[src/rtl/aurora_nfc_ctrl.sv]
// Aurora native flow control scheduler: turns RX FIFO watermark status into
// XOFF/XON requests on the core's NFC AXI-S port, refreshing XOFF while paused.
module aurora_nfc_ctrl #(
    parameter logic [7:0] PAUSE_LEN      = 8'hFF,
    parameter int          REFRESH_PERIOD = 200
) (
    input  logic        clk,
    input  logic        rst,
    input  logic        fifo_ready,
    input  logic        fifo_below_lwm,
    input  logic        fifo_above_hwm,
    output logic        nfc_tvalid,
    output logic [15:0] nfc_tdata,
    input  logic        nfc_tready,
    output logic        paused,
    output logic [15:0] xoff_count
);

    typedef enum logic [1:0] {
        IDLE     = 2'd0,
        REQ_XOFF = 2'd1,
        PAUSED   = 2'd2,
        REQ_XON  = 2'd3
    } state_t;

    localparam logic [15:0] XOFF_WORD    = {PAUSE_LEN, 7'b0000000, 1'b1};
    localparam logic [15:0] XON_WORD     = 16'h0000;
    localparam logic [15:0] REFRESH_LOAD = 16'(REFRESH_PERIOD - 1);

    function automatic logic [15:0] sat_inc16(input logic [15:0] value);
        logic [15:0] result;
        if (value == 16'hFFFF) begin
            result = value;
        end else begin
            result = value + 16'd1;
        end
        return result;
    endfunction

    state_t      state_r;
    state_t      state_next_s;
    logic [15:0] timer_r;
    logic [15:0] timer_next_s;
    logic [15:0] count_r;
    logic [15:0] count_next_s;
    logic        tvalid_r;
    logic        tvalid_next_s;
    logic [15:0] tdata_r;
    logic [15:0] tdata_next_s;
    logic        paused_r;
    logic        paused_next_s;
    logic        handshake_s;

    assign handshake_s = tvalid_r & nfc_tready;

    // Next-state, refresh timer and saturating XOFF counter.
    always_comb begin
        state_next_s = state_r;
        timer_next_s = timer_r;
        count_next_s = count_r;
        case (state_r)
            IDLE: begin
                if (fifo_ready && fifo_above_hwm) begin
                    state_next_s = REQ_XOFF;
                end else begin
                    state_next_s = IDLE;
                end
            end
            REQ_XOFF: begin
                if (handshake_s) begin
                    state_next_s = PAUSED;
                    timer_next_s = REFRESH_LOAD;
                    count_next_s = sat_inc16(count_r);
                end else begin
                    state_next_s = REQ_XOFF;
                end
            end
            PAUSED: begin
                if (timer_r != 16'd0) begin
                    timer_next_s = timer_r - 16'd1;
                end else begin
                    timer_next_s = timer_r;
                end
                // Resuming takes precedence over a due refresh.
                if (!fifo_ready || fifo_below_lwm) begin
                    state_next_s = REQ_XON;
                end else if (timer_r == 16'd0) begin
                    state_next_s = REQ_XOFF;
                end else begin
                    state_next_s = PAUSED;
                end
            end
            REQ_XON: begin
                if (handshake_s) begin
                    state_next_s = IDLE;
                end else begin
                    state_next_s = REQ_XON;
                end
            end
            default: begin
                state_next_s = IDLE;
            end
        endcase
    end

    // Output decode from the upcoming state so every port leaves a flop.
    always_comb begin
        tvalid_next_s = 1'b0;
        tdata_next_s  = XON_WORD;
        paused_next_s = 1'b0;
        case (state_next_s)
            IDLE: begin
                tvalid_next_s = 1'b0;
                paused_next_s = 1'b0;
            end
            REQ_XOFF: begin
                tvalid_next_s = 1'b1;
                tdata_next_s  = XOFF_WORD;
                paused_next_s = paused_r;
            end
            PAUSED: begin
                tvalid_next_s = 1'b0;
                paused_next_s = 1'b1;
            end
            REQ_XON: begin
                tvalid_next_s = 1'b1;
                tdata_next_s  = XON_WORD;
                paused_next_s = 1'b1;
            end
            default: begin
                tvalid_next_s = 1'b0;
                paused_next_s = 1'b0;
            end
        endcase
    end

    // State, timer, counter and output registers with synchronous reset.
    always_ff @(posedge clk) begin
        if (rst) begin
            state_r  <= IDLE;
            timer_r  <= 16'd0;
            count_r  <= 16'd0;
            tvalid_r <= 1'b0;
            tdata_r  <= 16'h0000;
            paused_r <= 1'b0;
        end else begin
            state_r  <= state_next_s;
            timer_r  <= timer_next_s;
            count_r  <= count_next_s;
            tvalid_r <= tvalid_next_s;
            tdata_r  <= tdata_next_s;
            paused_r <= paused_next_s;
        end
    end

    assign nfc_tvalid = tvalid_r;
    assign nfc_tdata  = tdata_r;
    assign paused     = paused_r;
    assign xoff_count = count_r;

endmodule

[config.mk]
export PLATFORM = sky130hd
export DESIGN_NAME = aurora_nfc_ctrl
export DESIGN_NICKNAME = d
export VERILOG_FILES = /design/src/rtl/aurora_nfc_ctrl.sv
export SDC_FILE = /design/constraint.sdc
export NUM_CORES = 1
export LEC_CHECK = 0
export ABC_AREA = 1
export BUFFER_PORTS_ARGS = -buffer_cell sky130_fd_sc_hd__buf_2
export CAP_MARGIN = 5
export CORE_UTILIZATION = 25
export DETAILED_ROUTE_END_ITERATION = 8
export GPL_ROUTABILITY_DRIVEN = 0
export RECOVER_POWER = 100
export SYNTH_ARGS = -nofsm -noshare
export SYNTH_HDL_FRONTEND = slang
export SYNTH_SLANG_ARGS = --single-unit
export TNS_END_PERCENT = 10
[constraint.sdc]
create_clock -name clk -period 3.02 [get_ports clk]
set_clock_uncertainty 0.1 [all_clocks]
set_input_delay 0.302 -clock clk [delete_from_list [all_inputs] [get_ports clk]]
set_output_delay 0.302 -clock clk [all_outputs]
set_load 0.05 [all_outputs]
==> summary.txt, run 1 <==
Route
  • Detail-routed via count per cell: 4.38
  • Number of search-and-repair iterations in the first detailed-routing pass: 4
  • Final WL: 5110 um
  • Final antenna-violating net count: 0
  • DR DRC count: 0
  • Iteration-0 DRC Markers: between 60 and 70
  • Routed wirelength normalized by instance count: 10.4 um
  • Total number of vias: 2,152

Layout
  • Fill cell count: just under 1,000
  • Diode count: 0
  • Area taken by flip-flops and latches: 721 sq um
  • Synth-to-Final Area Change: 8.68%
  • Multi-input logic area: about 0.0012 sq mm
  • Most frequent cells in the layout: 94 x sky130_fd_sc_hd__nand2_1, 72 x sky130_fd_sc_hd__nor2_1, 40 x sky130_fd_sc_hd__inv_1, 36 x sky130_fd_sc_hd__dfxtp_1, 27 x sky130_fd_sc_hd__clkbuf_1
  • Most common cell after layout, fill and taps aside: sky130_fd_sc_hd__nand2_1
  • Share of post-route cells with drive strength above 1: under 10%
  • Post-layout net count: 390
  • Cell Count, Final, Fillers Out: 491
  • Post-Layout Inst Area: roughly 0.0025 sq mm
  • Core Util, Final: roughly 28%

Yosys
  • Count of different cell masters after synthesis: 28
  • Total of flip-flops plus latches after synthesis: 36
  • Most frequently used flop master after synthesis: sky130_fd_sc_hd__dfxtp_1
  • Synthesized instance count: around 360
  • Synthesized area per cell: roughly 6.4 sq um
  • Number of synthesized flops with an enable pin: 0
  • Number of warnings printed during yosys synthesis: 0
  • Cells taking the most area after synthesis: sky130_fd_sc_hd__dfxtp_1 31%, sky130_fd_sc_hd__nand2_1 15%, sky130_fd_sc_hd__nor2_1 11%
  • Share of synthesized flip-flops with an asynchronous set or reset: 0%
  • Cell area after synthesis: between 0.002 and 0.0025 sq mm
  • Sequential share of the synthesized area: 31.5%
  • Leading area contributor after synthesis: sky130_fd_sc_hd__dfxtp_1
  • Area fraction of the dominant cell type after synthesis: a little under a third

Power
  • Leak: between 1 and 1.5 nW
  • Peak supply drop: 0.216 mV
  • Total power per unit cell area: 539 mW/mm^2
  • Post-layout total power: around 1.3 mW

Worst setup path
  • CP arrival: roughly 2400 ps
  • Setup crit end kind: register
  • CP required: a little over 3000 ps
  • Kind of start point of the critical path: register
  • Maximum fanout along the worst path: 17
  • Worst Setup Path Type: reg -> reg

Floorplan
  • Row cnt: 34
  • Die outline height: slightly below 100 um
  • CORE AREA: approximately 0.0088 sq mm
  • Initial cell density of the core: between 20% and 30%
  • # IOs: 40
  • Die Footprint: 0.00955 sq mm
  • Chip width: approximately 98 um

Clock network
  • Latest clock arrival within the worst-skew pair: roughly 290 ps
  • Clock Sinks: 36
  • Number of buffers inserted during clock tree synthesis: 5
  • CTS tree: done
  • CTS H-tree lvls: 2
  • Maximum count of clock buffers along a single path: 2
  • Resized cells post-CTS: 0
  • Clk pin slew, worst setup/hold paths: roughly 80 ps
  • # hold bufs at CTS: 0
  • Number of buffers inserted by post-CTS setup repair: 0
  • Root buffer cell: sky130_fd_sc_hd__clkbuf_8

Timing
  • Max transition margin: between 50 and 60%
  • Final cycle utilization of the critical path: between 70 and 80%
  • Measured slew at the worst slew-check pin: 616 ps
  • Final Max Slew Viols: 0
  • Count of final hold-check violations: 0
  • Maximum clock frequency: around 430 MHz
  • RSZ-0062 raised after global routing: no
  • Number of setup violations in the final report: 0
  • Min Tclk post-route: approximately 2300 ps
  • Setup Total Neg Slack: 0 ps

GRT
  • Maximum number of pins on one net before global-route repair: 24
  • Initial antenna violation count: 0
  • Residual overflow from global routing: 0
  • Vias in the first global route: just under 2,000
  • Overall track demand over capacity in global routing: 11.1%
  • Global-route wire length before repair: a little under 9000 um

Placement
  • Final HPWL from detailed placement: 3730 um
  • Standard cell area after detailed placement: around 0.0024 sq mm
  • IO buf count: 32
  • Total placed cells including tap cells: a little under 500

Worst hold path
  • Worst hold path type: in -> reg

Run status
  • Outcome: finished clean

Flow run
  • Max Cap Violations: 0
## synthesized netlist by cell type (4+ instances only)
| library cell | count |
|---|---|
| sky130_fd_sc_hd__xor2_1 | 9 |
| sky130_fd_sc_hd__nand2_1 | 91 |
| sky130_fd_sc_hd__o21ai_0 | 7 |
| sky130_fd_sc_hd__a21oi_1 | 16 |
| sky130_fd_sc_hd__inv_1 | 39 |
| sky130_fd_sc_hd__dfxtp_1 | 36 |
| sky130_fd_sc_hd__nor3_1 | 9 |
| sky130_fd_sc_hd__buf_4 | 16 |
| sky130_fd_sc_hd__nand3_1 | 25 |
| sky130_fd_sc_hd__buf_6 | 4 |
| sky130_fd_sc_hd__nor2_2 | 6 |
| sky130_fd_sc_hd__nor2_1 | 70 |
| sky130_fd_sc_hd__nand4_1 | 5 |
## where the power goes
part | internal (mW) | switching (mW)
logic | 0.0905 | 0.265
registers | 0.493 | 0.0204
clock network | 0.292 | 0.182
## sequential cells by signal, indices dropped and copies added (netlist names)
signal / count
paused: 1
nfc_tdata: 1
timer_r: 16
state_r: 1
xoff_count: 16
nfc_tvalid: 1
## worst max-delay path, stage by stage, from the launching register on
cell and delay [ps]:
sky130_fd_sc_hd__dfxtp_1 400, sky130_fd_sc_hd__ha_1 200, sky130_fd_sc_hd__nand2_1 90, sky130_fd_sc_hd__nor2_1 280
sky130_fd_sc_hd__nand2_2 130, sky130_fd_sc_hd__clkinvlp_2 110, sky130_fd_sc_hd__nand3_1 180, sky130_fd_sc_hd__nand2_4 230
sky130_fd_sc_hd__inv_1 250, sky130_fd_sc_hd__nand2_1 140, sky130_fd_sc_hd__a21oi_1 60
## through the flow
step                      hold slack, ps  setup WS (ps)
after floorplan                      271            967
after detailed placement             356           1100
after CTS                            282           1080
after global routing                 317            467
after global placement               338           1120
final                                288            711
## final cells by class
type / count / area share, %
Clock buffer: 7 / 3.87
Clock inverter: 1 / 1.21
Inverter: 41 / 6.23
Multi-Input combinational cell: 265 / 48.9
Sequential cell: 36 / 28.9
Tap cell: 108 / 5.43
Timing Repair Buffer: 33 / 5.38
## cells by family (layout without fill, tap and decap cells)
kind of cell	after synthesis	after routing	share of synthesized area (%)
buffers and inverters	64	82	14.5
other	1	7	0.164
AND/OR/NAND/NOR	217	217	41.6
adder cells (fa/ha/maj)	2	2	1.09
AO/OA/AOI/OAI	29	29	7.37
flip-flops	36	36	31.5
XOR/XNOR	10	10	3.82
## final timing paths
path,from,end,slack (ps),depth (start not counted)
setup / recovery,xoff_count[0],xoff_count[9],710,10
hold / removal,fifo_below_lwm,nfc_tvalid,290,5
setup reg to reg,xoff_count[0],xoff_count[9],710,10
hold reg to reg,paused,paused,360,2
## metal layers
layer,GRT usage (%),up-vias,wire length [um],part of all wire (%)
li1,-,1137,-,-
met1,14.0,962,2480,48
met2,19.1,47,2410,47
met3,2.23,6,177,3.5
met4,3.15,0,44,0.86
met5,0,-,0,0
Power figures use the tool's default switching activity.
==> inputs of run 2 (changes only) <==
--- a/config.mk
+++ b/config.mk
@@ -5,7 +5,7 @@
 export SDC_FILE = /design/constraint.sdc
 export NUM_CORES = 1
 export LEC_CHECK = 0
-export ABC_AREA = 1
+export ABC_AREA = 0
 export BUFFER_PORTS_ARGS = -buffer_cell sky130_fd_sc_hd__buf_2
 export CAP_MARGIN = 5
 export CORE_UTILIZATION = 25
==> constraint.sdc (replaced) <==
create_clock -name clk -period 2.08 [get_ports clk]
set_clock_uncertainty 0.1 [all_clocks]
set_input_delay 0.208 -clock clk [delete_from_list [all_inputs] [get_ports clk]]
set_output_delay 0.208 -clock clk [all_outputs]
set_load 0.05 [all_outputs]
==> summary.txt, run 2 <==
Yosys
  • Leading area contributor after synthesis: sky130_fd_sc_hd__dfxtp_1
  • Most instantiated library cell after synthesis: sky130_fd_sc_hd__dfxtp_1
  • Count of different cell masters after synthesis: 43
  • Most frequently used flop master after synthesis: sky130_fd_sc_hd__dfxtp_1
  • Cell area after synthesis: between 0.0015 and 0.002 sq mm
  • Synthesized area per cell: ~8.5 sq um
  • Synthesized instance count: 235
  • Number of warnings printed during yosys synthesis: 0
  • Cells taking the most area after synthesis: sky130_fd_sc_hd__dfxtp_1 36%, sky130_fd_sc_hd__a21oi_1 6.0%, sky130_fd_sc_hd__buf_4 5.6%
  • Total of flip-flops plus latches after synthesis: 36
  • Sequential share of the synthesized area: a little over a third
  • Area fraction of the dominant cell type after synthesis: a little over a third
  • Share of synthesized flip-flops with an asynchronous set or reset: 0%
  • Number of synthesized flops with an enable pin: 0
  • Most frequent cells after synthesis: 36 x sky130_fd_sc_hd__dfxtp_1, 24 x sky130_fd_sc_hd__a21oi_1, 15 x sky130_fd_sc_hd__buf_4, 15 x sky130_fd_sc_hd__o31ai_1, 14 x sky130_fd_sc_hd__or4_1

Route
  • Final antenna-violating net count: 0
  • Routed wirelength normalized by instance count: approximately 14 um
  • DR DRC count: 0
  • Final WL: 5220 um
  • Total number of vias: 1,994
  • Iteration-0 DRC Markers: 116
  • Number of search-and-repair iterations in the first detailed-routing pass: 4
  • Detail-routed via count per cell: 5.35

Worst setup path
  • Flop-to-flop setup slack: around 63 ps
  • Worst Setup Path Type: reg -> reg
  • End of the worst register-to-register path: timer_r[12]
  • CP required: ~2200 ps
  • Worst r2r path cells: 4
  • CP arrival: approximately 2100 ps
  • Setup crit end kind: register
  • Start of the worst register-to-register path: timer_r[2]
  • Maximum fanout along the worst path: 7
  • Kind of start point of the critical path: register

Flow run
  • Max Cap Violations: 0

Floorplan
  • CORE AREA: about 0.0077 sq mm
  • Chip width: about 91 um
  • Row cnt: 32
  • Die outline height: between 90 and 100 um
  • Die Footprint: 0.00835 sq mm
  • # IOs: 40
  • Initial cell density of the core: between 20% and 30%

GRT
  • Global-route wire length before repair: between 8000 and 9000 um
  • Residual overflow from global routing: 0
  • Initial antenna violation count: 0
  • Vias in the first global route: ~1,800
  • Maximum number of pins on one net before global-route repair: 17
  • Overall track demand over capacity in global routing: between 10 and 15%

Timing
  • Final cycle utilization of the critical path: about 97%
  • Measured slew at the worst slew-check pin: slightly above 600 ps
  • Count of final hold-check violations: 0
  • Max transition margin: between 50% and 60%
  • Setup Total Neg Slack: 0 ps
  • Maximum clock frequency: ~500 MHz
  • RSZ-0062 raised after global routing: no
  • Min Tclk post-route: 2020 ps
  • Number of setup violations in the final report: 0
  • Final Max Slew Viols: 0

Worst hold path
  • Worst hold path type: in -> reg
  • Hold-critical path depth: 2
  • Hold Path Sink: xoff_count[11]
  • Min-Delay Startpoint: rst

Clock network
  • Clock Sinks: 36
  • CTS tree: done
  • Number of buffers inserted during clock tree synthesis: 5
  • Latest clock arrival within the worst-skew pair: just under 300 ps
  • Clk pin slew, worst setup/hold paths: 70 ps
  • CTS H-tree lvls: 2
  • Root buffer cell: sky130_fd_sc_hd__clkbuf_8
  • Maximum count of clock buffers along a single path: 2
  • Number of buffers inserted by post-CTS setup repair: 0

Layout
  • Most frequent cells in the layout: 33 x sky130_fd_sc_hd__dfxtp_1, 30 x sky130_fd_sc_hd__clkbuf_1, 24 x sky130_fd_sc_hd__a21oi_1, 15 x sky130_fd_sc_hd__o31ai_1, 14 x sky130_fd_sc_hd__or4_1
  • Most common cell after layout, fill and taps aside: sky130_fd_sc_hd__dfxtp_1
  • Post-Layout Inst Area: approximately 0.0023 sq mm
  • Post-layout net count: ~280
  • Diode count: 0
  • Share of post-route cells with drive strength above 1: a little under an eighth
  • Core Util, Final: 29.8%
  • Synth-to-Final Area Change: 15.2%

Run status
  • Outcome: finished clean

Power
  • Clock power share: 26.8%
  • Int Power: ~1.1 mW
  • Flop pwr share: between 40% and 50%
  • Total power per unit cell area: around 780 mW/mm^2
  • Peak supply drop: approximately 0.20 mV
  • Leak: between 0.7 and 0.8 nW
  • P_sw: 678 uW
  • Relative contribution of combinational cells to total power: 30.8%
  • Post-layout total power: 1.80 mW
  • Proportion of total power due to net switching: a little under two fifths

Placement
  • Standard cell area after detailed placement: 0.00227 sq mm
  • Final HPWL from detailed placement: 3810 um
  • IO buf count: 32
run 2: changes by cell type in the layout (fill, tap and decap cells not counted), sizes merged, moves of 8 or more:
cell / change
nand2: -84
nor2: -71
inv: -35
nand3: -16
o31ai: +15
or4: +14
buf: +11
or3: +11
nor4: +8
xor2: -8
run 2: metrics by stage:
step | instances | setup slack, ps | hold slack, ps
6_report | 373 | 63.0 | 148
3_5_place_dp | 366 | 55.2 | 351
2_1_floorplan | 241 | -3.75 | 285
4_1_cts | 373 | 29.6 | 137
5_1_grt | 373 | 3.85 | 140
3_3_place_gp | 366 | 162 | 354
run 2: area by class of cell:
class / instances / area (sq um)
clock buffer: 6 / 72.6
clock inverter: 1 / 5.00
fill: 854 / 5430
inverter: 5 / 18.8
multi-input combinational: 177 / 1130
sequential: 36 / 724
tap: 102 / 128
timing repair buffer: 46 / 224
run 2: timing repair:
item	in CTS	in global routing
gates resized for setup	0	4
setup endpoints to repair	0	11
hold buffers	0	0
run 2: critical path: stages, from the launching register on:
cell	delay (ps)
sky130_fd_sc_hd__dfxtp_1	390
sky130_fd_sc_hd__nor4_4	390
sky130_fd_sc_hd__nand3_1	220
sky130_fd_sc_hd__a2111oi_1	590
sky130_fd_sc_hd__mux2i_1	240
run 2: cell families after synthesis:
logic type	Yosys count	synth area share, %
multiplexers	2	1.00
adder cells (fa/ha/maj)	2	1.25
other	1	0.188
flip-flops	36	36.1
AND/OR/NAND/NOR	95	29.6
XOR/XNOR	1	0.438
buffers and inverters	28	8.33
AO/OA/AOI/OAI	70	23.1
run 2: power by group through the flow:
stage	clock [mW]	combinational, mW	sequential [mW]
floorplan	0	0.404	0.794
global placement	0	0.554	0.774
detailed placement	0	0.564	0.776
CTS	0.492	0.566	0.760
global route	0.512	0.606	0.766
finish	0.481	0.553	0.762
run 2: worst max path at each step:
stage	startpoint	to	slack, ps	cells past startpoint
6_report	timer_r[2]	timer_r[12]	60	4
5_1_grt	timer_r[0]	timer_r[6]	4	7
4_1_cts	timer_r[0]	timer_r[6]	30	7
3_5_place_dp	timer_r[0]	timer_r[6]	60	7
3_3_place_gp	timer_r[0]	timer_r[6]	160	7
2_1_floorplan	xoff_count[1]	xoff_count[10]	-4	5
run 2: per-layer routing:
metal,vias to the layer above,wire (um),track usage [%]
li1,983,-,-
met1,936,2520,16.5
met2,64,2390,20.6
met3,11,213,1.76
met4,0,97,5.03
met5,-,0,0
==> inputs of run 3 (changes only) <==
==> constraint.sdc (replaced) <==
create_clock -name clk -period 2.4 [get_ports clk]
set_clock_uncertainty 0.1 [all_clocks]
set_input_delay 0.24 -clock clk [delete_from_list [all_inputs] [get_ports clk]]
set_output_delay 0.24 -clock clk [all_outputs]
set_load 0.05 [all_outputs]
==> summary.txt, run 3 (same netlist as run 2, synthesis figures left out) <==
Run status
  • Outcome: finished clean

Floorplan
  • CORE AREA: between 0.007 and 0.008 sq mm
  • Die outline height: ~91 um
  • Chip width: between 90 and 100 um
  • Initial cell density of the core: roughly 26%
  • Die Footprint: between 0.008 and 0.009 sq mm
  • # IOs: 40
  • Row cnt: 32

Timing
  • Max transition margin: between 50 and 60%
  • Setup Total Neg Slack: 0 ps
  • Measured slew at the worst slew-check pin: 614 ps
  • RSZ-0062 raised after global routing: no
  • Maximum clock frequency: between 400 and 500 MHz
  • Number of setup violations in the final report: 0
  • Worst Slack Setup Final: about 320 ps
  • Min Tclk post-route: between 2000 and 2500 ps
  • Count of final hold-check violations: 0
  • Final cycle utilization of the critical path: between 80% and 90%
  • Final Max Slew Viols: 0

GRT
  • Residual overflow from global routing: 0
  • Overall track demand over capacity in global routing: a little under an eighth
  • Maximum number of pins on one net before global-route repair: 25
  • Vias in the first global route: approximately 1,700
  • Global-route wire length before repair: between 8000 and 9000 um
  • Initial antenna violation count: 0

Worst setup path
  • Setup crit start: timer_r[0]
  • Slowest cell on crit path: sky130_fd_sc_hd__or4_1
  • Kind of start point of the critical path: register
  • Start of the worst register-to-register path: timer_r[0]
  • Combined buffer and inverter count along the critical path: 1
  • Maximum fanout along the worst path: 16
  • CP required: 2520 ps
  • Ordered list of cells on the worst path: inv_1, ha_1, nor4b_1, and4_2, or4_1, a21oi_1
  • Worst Setup Path Type: reg -> reg
  • Slowest Stage Delay on Critical Path: 500 ps
  • Family with the most delay on the worst path: simple AND/OR/NAND/NOR gates
  • CP arrival: around 2200 ps
  • Setup crit end kind: register

Clock network
  • CTS tree: done
  • CTS H-tree lvls: 2
  • Number of buffers inserted during clock tree synthesis: 5
  • Number of buffers inserted by post-CTS setup repair: 0
  • # hold bufs at CTS: 0
  • Latest clock arrival within the worst-skew pair: between 200 and 300 ps
  • Resized cells post-CTS: 0
  • Clock Sinks: 36
  • Root buffer cell: sky130_fd_sc_hd__clkbuf_8
  • Clk pin slew, worst setup/hold paths: about 80 ps
  • Maximum count of clock buffers along a single path: 2

Placement
  • IO buf count: 32
  • Standard cell area after detailed placement: 0.00219 sq mm
  • Final HPWL from detailed placement: roughly 3500 um
  • Setup Slack @ Placement: 242 ps
  • Total placed cells including tap cells: 356

Layout
  • Most common cell after layout, fill and taps aside: sky130_fd_sc_hd__dfxtp_1
  • Diode count: 0
  • Most frequent cells in the layout: 36 x sky130_fd_sc_hd__dfxtp_1, 30 x sky130_fd_sc_hd__clkbuf_1, 24 x sky130_fd_sc_hd__a21oi_1, 15 x sky130_fd_sc_hd__o31ai_1, 14 x sky130_fd_sc_hd__or4_1
  • Post-layout net count: 269
  • Cell Count, Final, Fillers Out: between 300 and 400
  • Fill cell count: slightly above 800
  • Core Util, Final: 29.0%
  • Share of post-route cells with drive strength above 1: under 10%
  • Synth-to-Final Area Change: 12.0%
  • Post-Layout Inst Area: 0.00224 sq mm

Route
  • Final WL: ~4900 um
  • DR DRC count: 0
  • Number of search-and-repair iterations in the first detailed-routing pass: 4
  • Detail-routed via count per cell: about 5.3
  • Routed wirelength normalized by instance count: 13.4 um
  • Final antenna-violating net count: 0
  • Iteration-0 DRC Markers: 60
  • Total number of vias: 1,916

Power
  • Int Power: ~970 uW
  • P_sw: ~570 uW
  • Flop pwr share: a little over two fifths
  • Total power per unit cell area: 689 mW/mm^2
  • Proportion of total power due to net switching: between 30 and 40%
  • Peak supply drop: about 0.22 mV
  • Clock power share: between 20% and 30%
  • Relative contribution of combinational cells to total power: between 20% and 30%
  • Leak: 0.734 nW

Worst hold path
  • Worst hold path type: in -> reg
  • Min-Delay Startpoint: nfc_tready

Flow run
  • Max Cap Violations: 0
==> run 3: cell types whose count changed in the layout (fill, tap and decap cells not counted), sizes merged <==
cell	previous run	this run
buf	17	8
clkinv	1	0
clkbuf	35	36
==> run 3: path summary, 6_finish.rpt <==
path	cells after the start	endpoint	slack, ps
min reg2reg	1	paused	360
min	3	nfc_tdata[14]	200
max reg2reg	6	timer_r[3]	320
max	6	timer_r[3]	320
==> run 3: cell type report <==
type                       instances  area (sq um)  share of cell area (%)
multi-input combinational        177          1130                    50.4
sequential                        36           721                    32.2
timing repair buffer              36           153                    6.82
tap                              102           128                    5.70
clock buffer                       8          90.1                    4.03
inverter                           5          18.8                   0.839
==> run 3: power by group through the flow <==
stage | Sequential (mW) | Clock, mW | Combinational (mW)
floorplan | 0.687 | 0 | 0.350
global placement | 0.672 | 0 | 0.424
detailed placement | 0.672 | 0 | 0.425
CTS | 0.659 | 0.470 | 0.427
global route | 0.665 | 0.489 | 0.467
finish | 0.660 | 0.459 | 0.422
==> run 3: per-stage QoR <==
step                power [mW]  hold WS (ps)
floorplan                 1.04           317
global placement          1.10           341
detailed placement        1.10           335
CTS                       1.56           192
global route              1.62           198
finish                    1.54           199
==> run 3: worst register-to-register path, cell delays in order, from the launching register on <==
cell	delay, ps
sky130_fd_sc_hd__dfxtp_1	360
sky130_fd_sc_hd__inv_1	80
sky130_fd_sc_hd__ha_1	280
sky130_fd_sc_hd__nor4b_1	190
sky130_fd_sc_hd__and4_2	350
sky130_fd_sc_hd__or4_1	500
sky130_fd_sc_hd__a21oi_1	140
==> run 3: metal layers <==
metal | GRT usage, % | share of wire (%) | vias to the layer above
met4 | 4.37 | 1.5 | 0
li1 | - | - | 958
met3 | 2.85 | 4.5 | 8
met1 | 15.3 | 50 | 900
met5 | 0 | 0 | -
met2 | 18.6 | 44 | 50
